File: src/rtl/instruction_pkg.sv
// Shared RV32 instruction-side definitions: fetch reset address, word size,
// major opcode encodings and the fetch-stage state type.
package instruction_pkg;

    localparam logic [31:0] RESET_PC_DEFAULT = 32'h0000_0000;
    localparam logic [31:0] IMEM_WORD_BYTES  = 32'd4;

    typedef enum logic [6:0] {
        OP_LOAD     = 7'b0000011,
        OP_MISC_MEM = 7'b0001111,
        OP_IMM      = 7'b0010011,
        OP_AUIPC    = 7'b0010111,
        OP_STORE    = 7'b0100011,
        OP_REG      = 7'b0110011,
        OP_LUI      = 7'b0110111,
        OP_BRANCH   = 7'b1100011,
        OP_JALR     = 7'b1100111,
        OP_JAL      = 7'b1101111,
        OP_SYSTEM   = 7'b1110011
    } opcode_e;

    typedef enum logic {
        FETCH_RESET,
        FETCH_RUN
    } fetch_state_e;

endpackage

File: src/rtl/fetch_pc_fifo.sv
// Two-entry FIFO holding the PC of each in-flight fetch request, so every
// response can be paired with its address. Push and pop may share a cycle.
module fetch_pc_fifo
    import instruction_pkg::*;
(
    input  logic        clk,
    input  logic        reset,
    input  logic        push,
    input  logic        pop,
    input  logic [31:0] din,
    output logic [31:0] dout,
    output logic        full,
    output logic        empty
);

    logic [31:0] mem [2];
    logic        wr_ptr;
    logic        rd_ptr;
    logic [1:0]  count;
    logic        do_push;
    logic        do_pop;

    assign empty   = (count == 2'd0);
    assign full    = (count == 2'd2);
    assign dout    = mem[rd_ptr];
    assign do_pop  = pop && !empty;
    // A full FIFO still accepts a push when an entry leaves in the same cycle.
    assign do_push = push && (!full || do_pop);

    always_ff @(posedge clk) begin
        if (reset) begin
            wr_ptr <= 1'b0;
            rd_ptr <= 1'b0;
            count  <= 2'd0;
        end else begin
            if (do_push) wr_ptr <= ~wr_ptr;
            if (do_pop)  rd_ptr <= ~rd_ptr;
            count <= count + {1'b0, do_push} - {1'b0, do_pop};
        end
    end

    always_ff @(posedge clk) begin
        if (do_push) mem[wr_ptr] <= din;
    end

endmodule

File: src/rtl/fetch.sv
// In-order RV32 instruction fetch: issues word requests, tracks up to two in
// flight, applies redirects from execution and discards wrong-path responses.
module fetch
    import instruction_pkg::*;
#(
    parameter logic [31:0] RESET_PC        = RESET_PC_DEFAULT,
    parameter int          MAX_OUTSTANDING = 2
) (
    input  logic        clk,
    input  logic        reset,
    input  logic        pc_v_x,
    input  logic [31:0] pc_x,
    output logic        imem_req,
    output logic [31:0] imem_addr,
    input  logic        imem_gnt,
    input  logic        imem_rvalid,
    input  logic [31:0] imem_rdata,
    output logic [31:0] pc_o,
    output logic        inst_v_o,
    output logic [31:0] inst_o
);

    localparam logic [1:0] MAX_OUT = 2'(MAX_OUTSTANDING);

    fetch_state_e state;
    logic [31:0]  pc_q;
    logic [31:0]  redirect_pc;
    logic [31:0]  fifo_pc;
    logic [1:0]   outstanding;
    logic [1:0]   outstanding_after_rsp;
    logic [1:0]   drop_cnt;
    logic         rsp;
    logic         grant;
    logic         fifo_full;
    logic         fifo_empty;

    assign redirect_pc = pc_x & ~32'h3;

    // Responses during reset, or with nothing in flight, are not ours.
    assign rsp                   = imem_rvalid && !reset && !fifo_empty;
    assign outstanding_after_rsp = outstanding - {1'b0, rsp};

    assign imem_req  = !reset && (state == FETCH_RUN)
                       && (outstanding_after_rsp < MAX_OUT)
                       && (!fifo_full || rsp);
    assign imem_addr = pc_v_x ? redirect_pc : pc_q;
    assign grant     = imem_req && imem_gnt;

    assign inst_v_o = rsp && (drop_cnt == 2'd0) && !pc_v_x;
    assign inst_o   = imem_rdata;
    assign pc_o     = fifo_pc;

    always_ff @(posedge clk) begin
        if (reset) begin
            state       <= FETCH_RESET;
            pc_q        <= RESET_PC;
            outstanding <= 2'd0;
            drop_cnt    <= 2'd0;
        end else begin
            if (state == FETCH_RESET) state <= FETCH_RUN;

            if (grant)       pc_q <= imem_addr + IMEM_WORD_BYTES;
            else if (pc_v_x) pc_q <= redirect_pc;

            outstanding <= outstanding_after_rsp + {1'b0, grant};

            // A request granted alongside the redirect already fetches the
            // target, so only the older survivors are marked for discard.
            if (pc_v_x)                         drop_cnt <= outstanding_after_rsp;
            else if (rsp && (drop_cnt != 2'd0)) drop_cnt <= drop_cnt - 2'd1;
        end
    end

    fetch_pc_fifo u_pc_fifo (
        .clk   (clk),
        .reset (reset),
        .push  (grant),
        .pop   (rsp),
        .din   (imem_addr),
        .dout  (fifo_pc),
        .full  (fifo_full),
        .empty (fifo_empty)
    );

endmodule

File: config.mk
export PLATFORM = sky130hd
export DESIGN_NAME = fetch
export DESIGN_NICKNAME = d
export VERILOG_FILES = /design/src/rtl/instruction_pkg.sv /design/src/rtl/fetch_pc_fifo.sv /design/src/rtl/fetch.sv
export SDC_FILE = /design/constraint.sdc
export NUM_CORES = 1
export LEC_CHECK = 0
export ABC_AREA = 1
export CAP_MARGIN = 20
export CORE_ASPECT_RATIO = 0.8
export CORE_MARGIN = 10
export CORE_UTILIZATION = 47
export DETAILED_ROUTE_END_ITERATION = 16
export MAX_ROUTING_LAYER = met4
export PLACE_DENSITY = 0.89
export RECOVER_POWER = 25
export SLEW_MARGIN = 20
export SYNTH_ARGS = -nofsm -noshare
export SYNTH_HDL_FRONTEND = slang
export SYNTH_SLANG_ARGS = --single-unit
File: constraint.sdc
create_clock -name clk -period 4.6 [get_ports clk]
set_input_delay 1.15 -clock clk [delete_from_list [all_inputs] [get_ports clk]]
set_output_delay 1.15 -clock clk [all_outputs]
set_load 0.01 [all_outputs]
# [After elaboration in Yosys (flattened, before gate mapping)]
# Memory sizes are Yosys's and may differ from the RTL's. A register that Yosys moved wholly into a read port is not among the register bits.
# Index checks and enable logic that the tools add are counted.
[classes] n_addsub=6 magnitude_cmp=1 eq_ne=1 muxes=9 bitwise=2 n_reduce_logical=21
[ops] op="two-way mux 32 bit" n=2
[ops] op="adder 32 x 3 -> 32 bit, second input constant" n=1
[ops] op="logical AND 1 bit" n=11
[ops] op="two-way mux 1 bit" n=5
[ops] op="adder 2 x 1 -> 2 bit" n=2
[ops] op="zero test 1 bit" n=4
[ops] op="zero test 2 bit" n=2
[ops] op="two-way mux 2 bit" n=2
[ops] op="nonzero test 2 bit" n=2
[ops] op="subtractor 2 x 1 -> 2 bit" n=2
[ops] op="equality test 2 bit, second input constant" n=1
[ops] op="logical OR 1 bit" n=2
[ops] op="less-than comparator 2 bit, second input constant" n=1
[ops] op="inverter 1 bit" n=2
[ops] op="subtractor 2 x 1 -> 2 bit, second input constant" n=1
[word_totals] ff_bits=41 ram_bits=64 inputBits=69 output_inout_bits=98 elab_cells=48 mem_count=1
[memory_table] memory="u_pc_fifo.mem" words=2 width=32 read_ports=1 rd_ports_with_merged_regs=1 write_ports=1 line="fetch_pc_fifo.sv:16" source="logic [31:0] mem [2];"

# [Longest topological paths before layout]
[logic_depth] depth_word=11 mapped_depth=14 ltp_nobuf=14

# [Cells and area by module]
# A second synthesis with hierarchy kept.
[unflattened] hier_cells=599 hier_area_um2=5619.1
[modules_own_cells] mod="fetch" instances=1 cells_per_inst=457 area_per_inst_um2=2887.8 seq_area_each_um2=740.7
[modules_own_cells] mod="fetch_pc_fifo" instances=1 cells_per_inst=142 area_per_inst_um2=2731.4 seq_area_each_um2=2021.9

# [Worst setup path before layout]
# OpenSTA, ideal clock, no wires.
[synth_path] path_kind="input to register" from="input reset" to="memory u_pc_fifo.mem[0][0], enable pin" setup_ns=0.421 t_arrival_ns=3.717 required_time_ns=4.179 path_slack_ns=0.461 stages=9 path_buffers=2 cell_sequence="clkbuf_1 > nor2_1 > ha_1 > inv_1 > nand2_1 > nand2_1 > nand4_1 > clkbuf_1 > nor2_1"
[synth_between] elab_chain_cells=11 word_cells_on_any_way=15 classes_between="add/sub (1); order compare (1); mux (2); reduce/logical (11)"
[synth_lines] item="start: declaration" line="fetch.sv:10" source="input logic reset,"
[synth_lines] item="zero test 1 bit (*)" line="fetch.sv:40, fetch.sv:43"
[synth_lines] item="logical AND 1 bit (2 in a row)" line="fetch.sv:40" source="assign rsp = imem_rvalid && !reset && !fifo_empty;"
[synth_lines] item="subtractor 2 x 1 -> 2 bit" line="fetch.sv:41" source="assign outstanding_after_rsp = outstanding - {1'b0, rsp};"
[synth_lines] item="less-than comparator 2 bit" line="fetch.sv:44" source="&& (outstanding_after_rsp < MAX_OUT)"
[synth_lines] item="logical AND 1 bit" line="fetch.sv:44"
[synth_lines] item="logical AND 1 bit" line="fetch.sv:45" source="&& (!fifo_full || rsp);"
[synth_lines] item="logical AND 1 bit" line="fetch.sv:47" source="assign grant = imem_req && imem_gnt;"
[synth_lines] item="logical AND 1 bit (*)" line="fetch_pc_fifo.sv:28" source="assign do_push = push && (!full || do_pop);"
[synth_lines] item="two-way mux 1 bit (*)" line="fetch_pc_fifo.sv:43" source="if (do_push) mem[wr_ptr] <= din;"
[synth_lines] item="two-way mux 1 bit (not written as such) (*)" line="fetch_pc_fifo.sv:43"
[synth_lines] item="end: declaration" line="fetch_pc_fifo.sv:16"
# Mark *: on every way between the ends. The rest lies on a longest branch, timed or not.

# [Final worst setup path]
[layout_path] from="input pc_v_x" to="output imem_addr[26]"
[layout_between] elab_chain_cells=1
[layout_lines] item="start: declaration" line="fetch.sv:11" source="input logic pc_v_x,"
[layout_lines] item="two-way mux 32 bit"
[layout_lines] item="end: declaration" line="fetch.sv:14" source="output logic [31:0] imem_addr,"
# No other way between the ends.

==> results.yml <==
outcome:
  run_status: "finished clean"
clocking:
  cts.clk_slew.worst_paths_ns: 0.06
  clock_tree.root_cell: "clkbuf_16"
  htree_levels: 3
  tritoncts: "yes"
  cts_inserted_buffers: 9
  post_cts_hold_buffers: 0
  ctsLongestPathBuffers: 2
  worst_skew_pair.late_latency_ns: 0.35
  cts_repair_resize_count: 0
  post_cts_buffers: 0
  cts_sinks: 106
layout:
  fin_cells: 804
  post_route_cells_drive_above_1_share_pct: 11.7
  antenna_cells_inserted: 0
  finalNetCount: 729
  area_growth_pct: 22.9
  finish.instance_area_um2: 6460
setup_path:
  reg_to_reg_critical_path_startpoint: "u_pc_fifo.count[1]"
  crit_start: "pc_v_x"
  r2r_setup_slack_ns: 1.93
  critPathMaxStageDelay_ns: 0.69
  critical_path.endpoint_type: "output pin"
  critical-path-top-delay-family: "buffers and inverters"
  cp.buffers_inverters: 3
  crit_chain: "buf_2, buf_4, o21ai_0, clkdlybuf4s50_1"
  standard_cell_with_the_maximum_stage_delay_on_the_critical_path: "o21ai_0"
  cp_data_required_time_ns: 3.45
  timing_worst_setup_path_type: "primary input to output pin"
  start_kind: "primary input"
  cp_data_arrival_time_ns: 3.10
  cp_max_fo: 27
place:
  placement.io_buffers: 100
  placement.cell_area_um2: 6190
  post-place-cells: 788
  gpl.final_weighted_congestion: 0.880
  dp.final_hpwl_mm: 9.61
synth:
  synthesis.instances: 583
  synth-seq-area-share_pct: 52.5
  post_synth_instance_area_um2: 5260
  ys.warnings.count: 0
  mean_cell_area_of_the_mapped_netlist_um2: 9.02
  synth_seq_cells: 106
  synthDistinctLibCells: 36
  synth_fp_nets: 657
grt:
  globalRouteTotalUtil_pct: 16.9
  first_global_vias: 4192
  global_route_wire_length_before_repair_mm: 21.2
  global_route.overflow_total: 0
  antenna_found_initial: 0
  grt_start_max_net_pins: 35
timing:
  relative_slew_slack_pct: 3.13
  fmax_mhz: 236
  finalHoldViolCount: 0
  tightestPinTransition_ns: 1.45
  setup_repair_after_global_routing_missed_its_margin: "false"
  worst_hold_slack_ns: 0.450
  final_max_slew_viol_count: 0
  period_minus_slack_ns: 4.25
  finalCritPeriodShare_pct: 92.3
  sum_neg_setup_slack_ns: 0
  timing.final.setup_violations: 0
  fin_skew_ns: 0.00863
floorplanning:
  chipHeight_um: 115
  boundaryPins: 167
  row_count: 34
  die_area_um2: 15800
  floorplan.initialDensity_pct: 48.3
  die_width_um: 138
  coreArea_um2: 10900
route:
  post_drt_wl_per_cell_um: 16.3
  wl_mm: 13.1
  routed_via_density: 5.10
  route.vias.total: 4098
  remaining_drc_errors: 0
  drt_iter0_drc: 294
  dr.pass1.iters: 5
  ant_nets: 0
power_and_ir_drop:
  design_power_total_w: 0.00222
  worst_case_vdd_ir_drop_mv: 0.193
  cellLeakagePower_nw: 2.49
  power.density_nw_per_um2: 343
job:
  drv_cap: 0
hold_path:
  worstHoldStart: "pc_q[1]"
  hold_path.class: "register to register"
==> area by class of cell <==
class | count | area, um^2
clock buffer | 13 | 240
clock inverter | 3 | 65.1
fill | 954 | 4430
inverter | 63 | 236
multi-input combinational | 365 | 1920
sequential | 106 | 2760
tap | 144 | 180
timing repair buffer | 110 | 1060
==> per-layer routing <==
layer  global-route usage, %  up-vias  routed length, um
met4                    6.24        0                284
met2                    27.4      130               6130
met1                    19.6     1923               5750
met3                    5.14       35                905
li1                        -     2010                  -
met5                       -        -                  0
==> report_power, final <==
part / total [W] / switching [W] / internal [W]
combinational: 0.000359 / 0.000191 / 0.000169
sequential: 0.00106 / 0.0000105 / 0.00105
clock: 0.000798 / 0.000321 / 0.000477
total: 0.00222 / 0.000522 / 0.00169
==> synth_stat cells <==
| cell type | number | area (um^2) |
|---|---|---|
| nand2_1 | 137 | 514 |
| nor2_1 | 71 | 267 |
| edfxtp_1 | 64 | 1920 |
| inv_1 | 59 | 221 |
| dfxtp_1 | 42 | 841 |
| buf_4 | 34 | 255 |
| mux2_2 | 32 | 360 |
| nand3_1 | 23 | 115 |
| o21ai_0 | 22 | 110 |
| a21oi_1 | 20 | 100 |
| nor2_2 | 9 | 56.3 |
| nand2_2 | 7 | 43.8 |
| buf_1 | 6 | 22.5 |
| ha_1 | 5 | 62.6 |
| nand4_1 | 5 | 31.3 |
| nor3_1 | 5 | 25.0 |
| clkbuf_1 | 4 | 15.0 |
| inv_2 | 4 | 15.0 |
| o21ai_1 | 4 | 20.0 |
| o21ai_2 | 4 | 35.0 |
| buf_6 | 3 | 33.8 |
| nand3b_1 | 3 | 22.5 |
| buf_2 | 2 | 10.0 |
| nor2_4 | 2 | 22.5 |
| nor3b_1 | 2 | 15.0 |
| o21ai_4 | 2 | 32.5 |
| o21bai_1 | 2 | 15.0 |
| or2_2 | 2 | 12.5 |
| a221oi_1 | 1 | 8.76 |
| and2_1 | 1 | 6.26 |
| nand3_2 | 1 | 10.0 |
| nor4_1 | 1 | 6.26 |
| o21a_1 | 1 | 7.51 |
| o22ai_1 | 1 | 6.26 |
| xnor2_1 | 1 | 8.76 |
| xor2_1 | 1 | 8.76 |
==> logic make-up (layout without fill, tap and decap cells) <==
family / after synthesis / after routing / share of synthesized area, %
muxes: 32 / 32 / 6.85
and+or+nand+nor: 269 / 269 / 21.8
adders and majority gates: 5 / 5 / 1.19
buffers and inverters: 112 / 189 / 10.9
xor gates and xnor gates: 2 / 2 / 0.333
AOI/OAI and AO/OA: 57 / 57 / 6.38
DFF: 106 / 106 / 52.5
==> final timing paths <==
| path | endpoint | cells after the start |
|---|---|---|
| setup / recovery | imem_addr[26] | 4 |
| hold / removal | pc_q[1] | 2 |
| setup reg to reg | pc_q[30] | 13 |
| hold reg to reg | pc_q[1] | 2 |
==> stage by stage <==
step | utilization [%] | setup slack, ns
after floorplan | - | 0.461
after global placement | 56.8 | 0.411
after detailed placement | 56.8 | 0.389
after CTS | 59.6 | 0.377
after global routing | 59.3 | 0.190
final | 59.3 | 0.355
==> cell usage in the layout, fill, tap and decap left out, types with 2 or more instances in the layout <==
master,count
nand2_1,142
clkdlybuf4s50_1,98
nor2_1,69
edfxtp_1,64
inv_1,60
dfxtp_1,42
mux2_2,32
o21ai_0,28
nand3_1,23
a21oi_1,20
nor2_2,9
clkbuf_16,9
clkbuf_1,7
buf_4,7
nand4_1,5
nor3_1,5
ha_1,5
nor2_4,4
inv_2,3
nand3b_1,3
o21ai_4,2
o21ai_2,2
or2_2,2
nand2_2,2
nor3b_1,2
o21bai_1,2
bufinv_16,2
==> tightest hold or removal path: cells and delay by family (launching register included) <==
family                 cells  cell delay [ns]
buffers and inverters      1             0.06
DFF                        1             0.30
and+or+nand+nor            1             0.04
==> state kept, by name, indices dropped and copies added (netlist names), named ones only <==
signal	count
u_pc_fifo.mem	64
outstanding	2
u_pc_fifo.rd_ptr	1
u_pc_fifo.wr_ptr	1
state	1
pc_q	32
drop_cnt	2
u_pc_fifo.count	2
No activity file was read; power rests on OpenSTA's default activity.
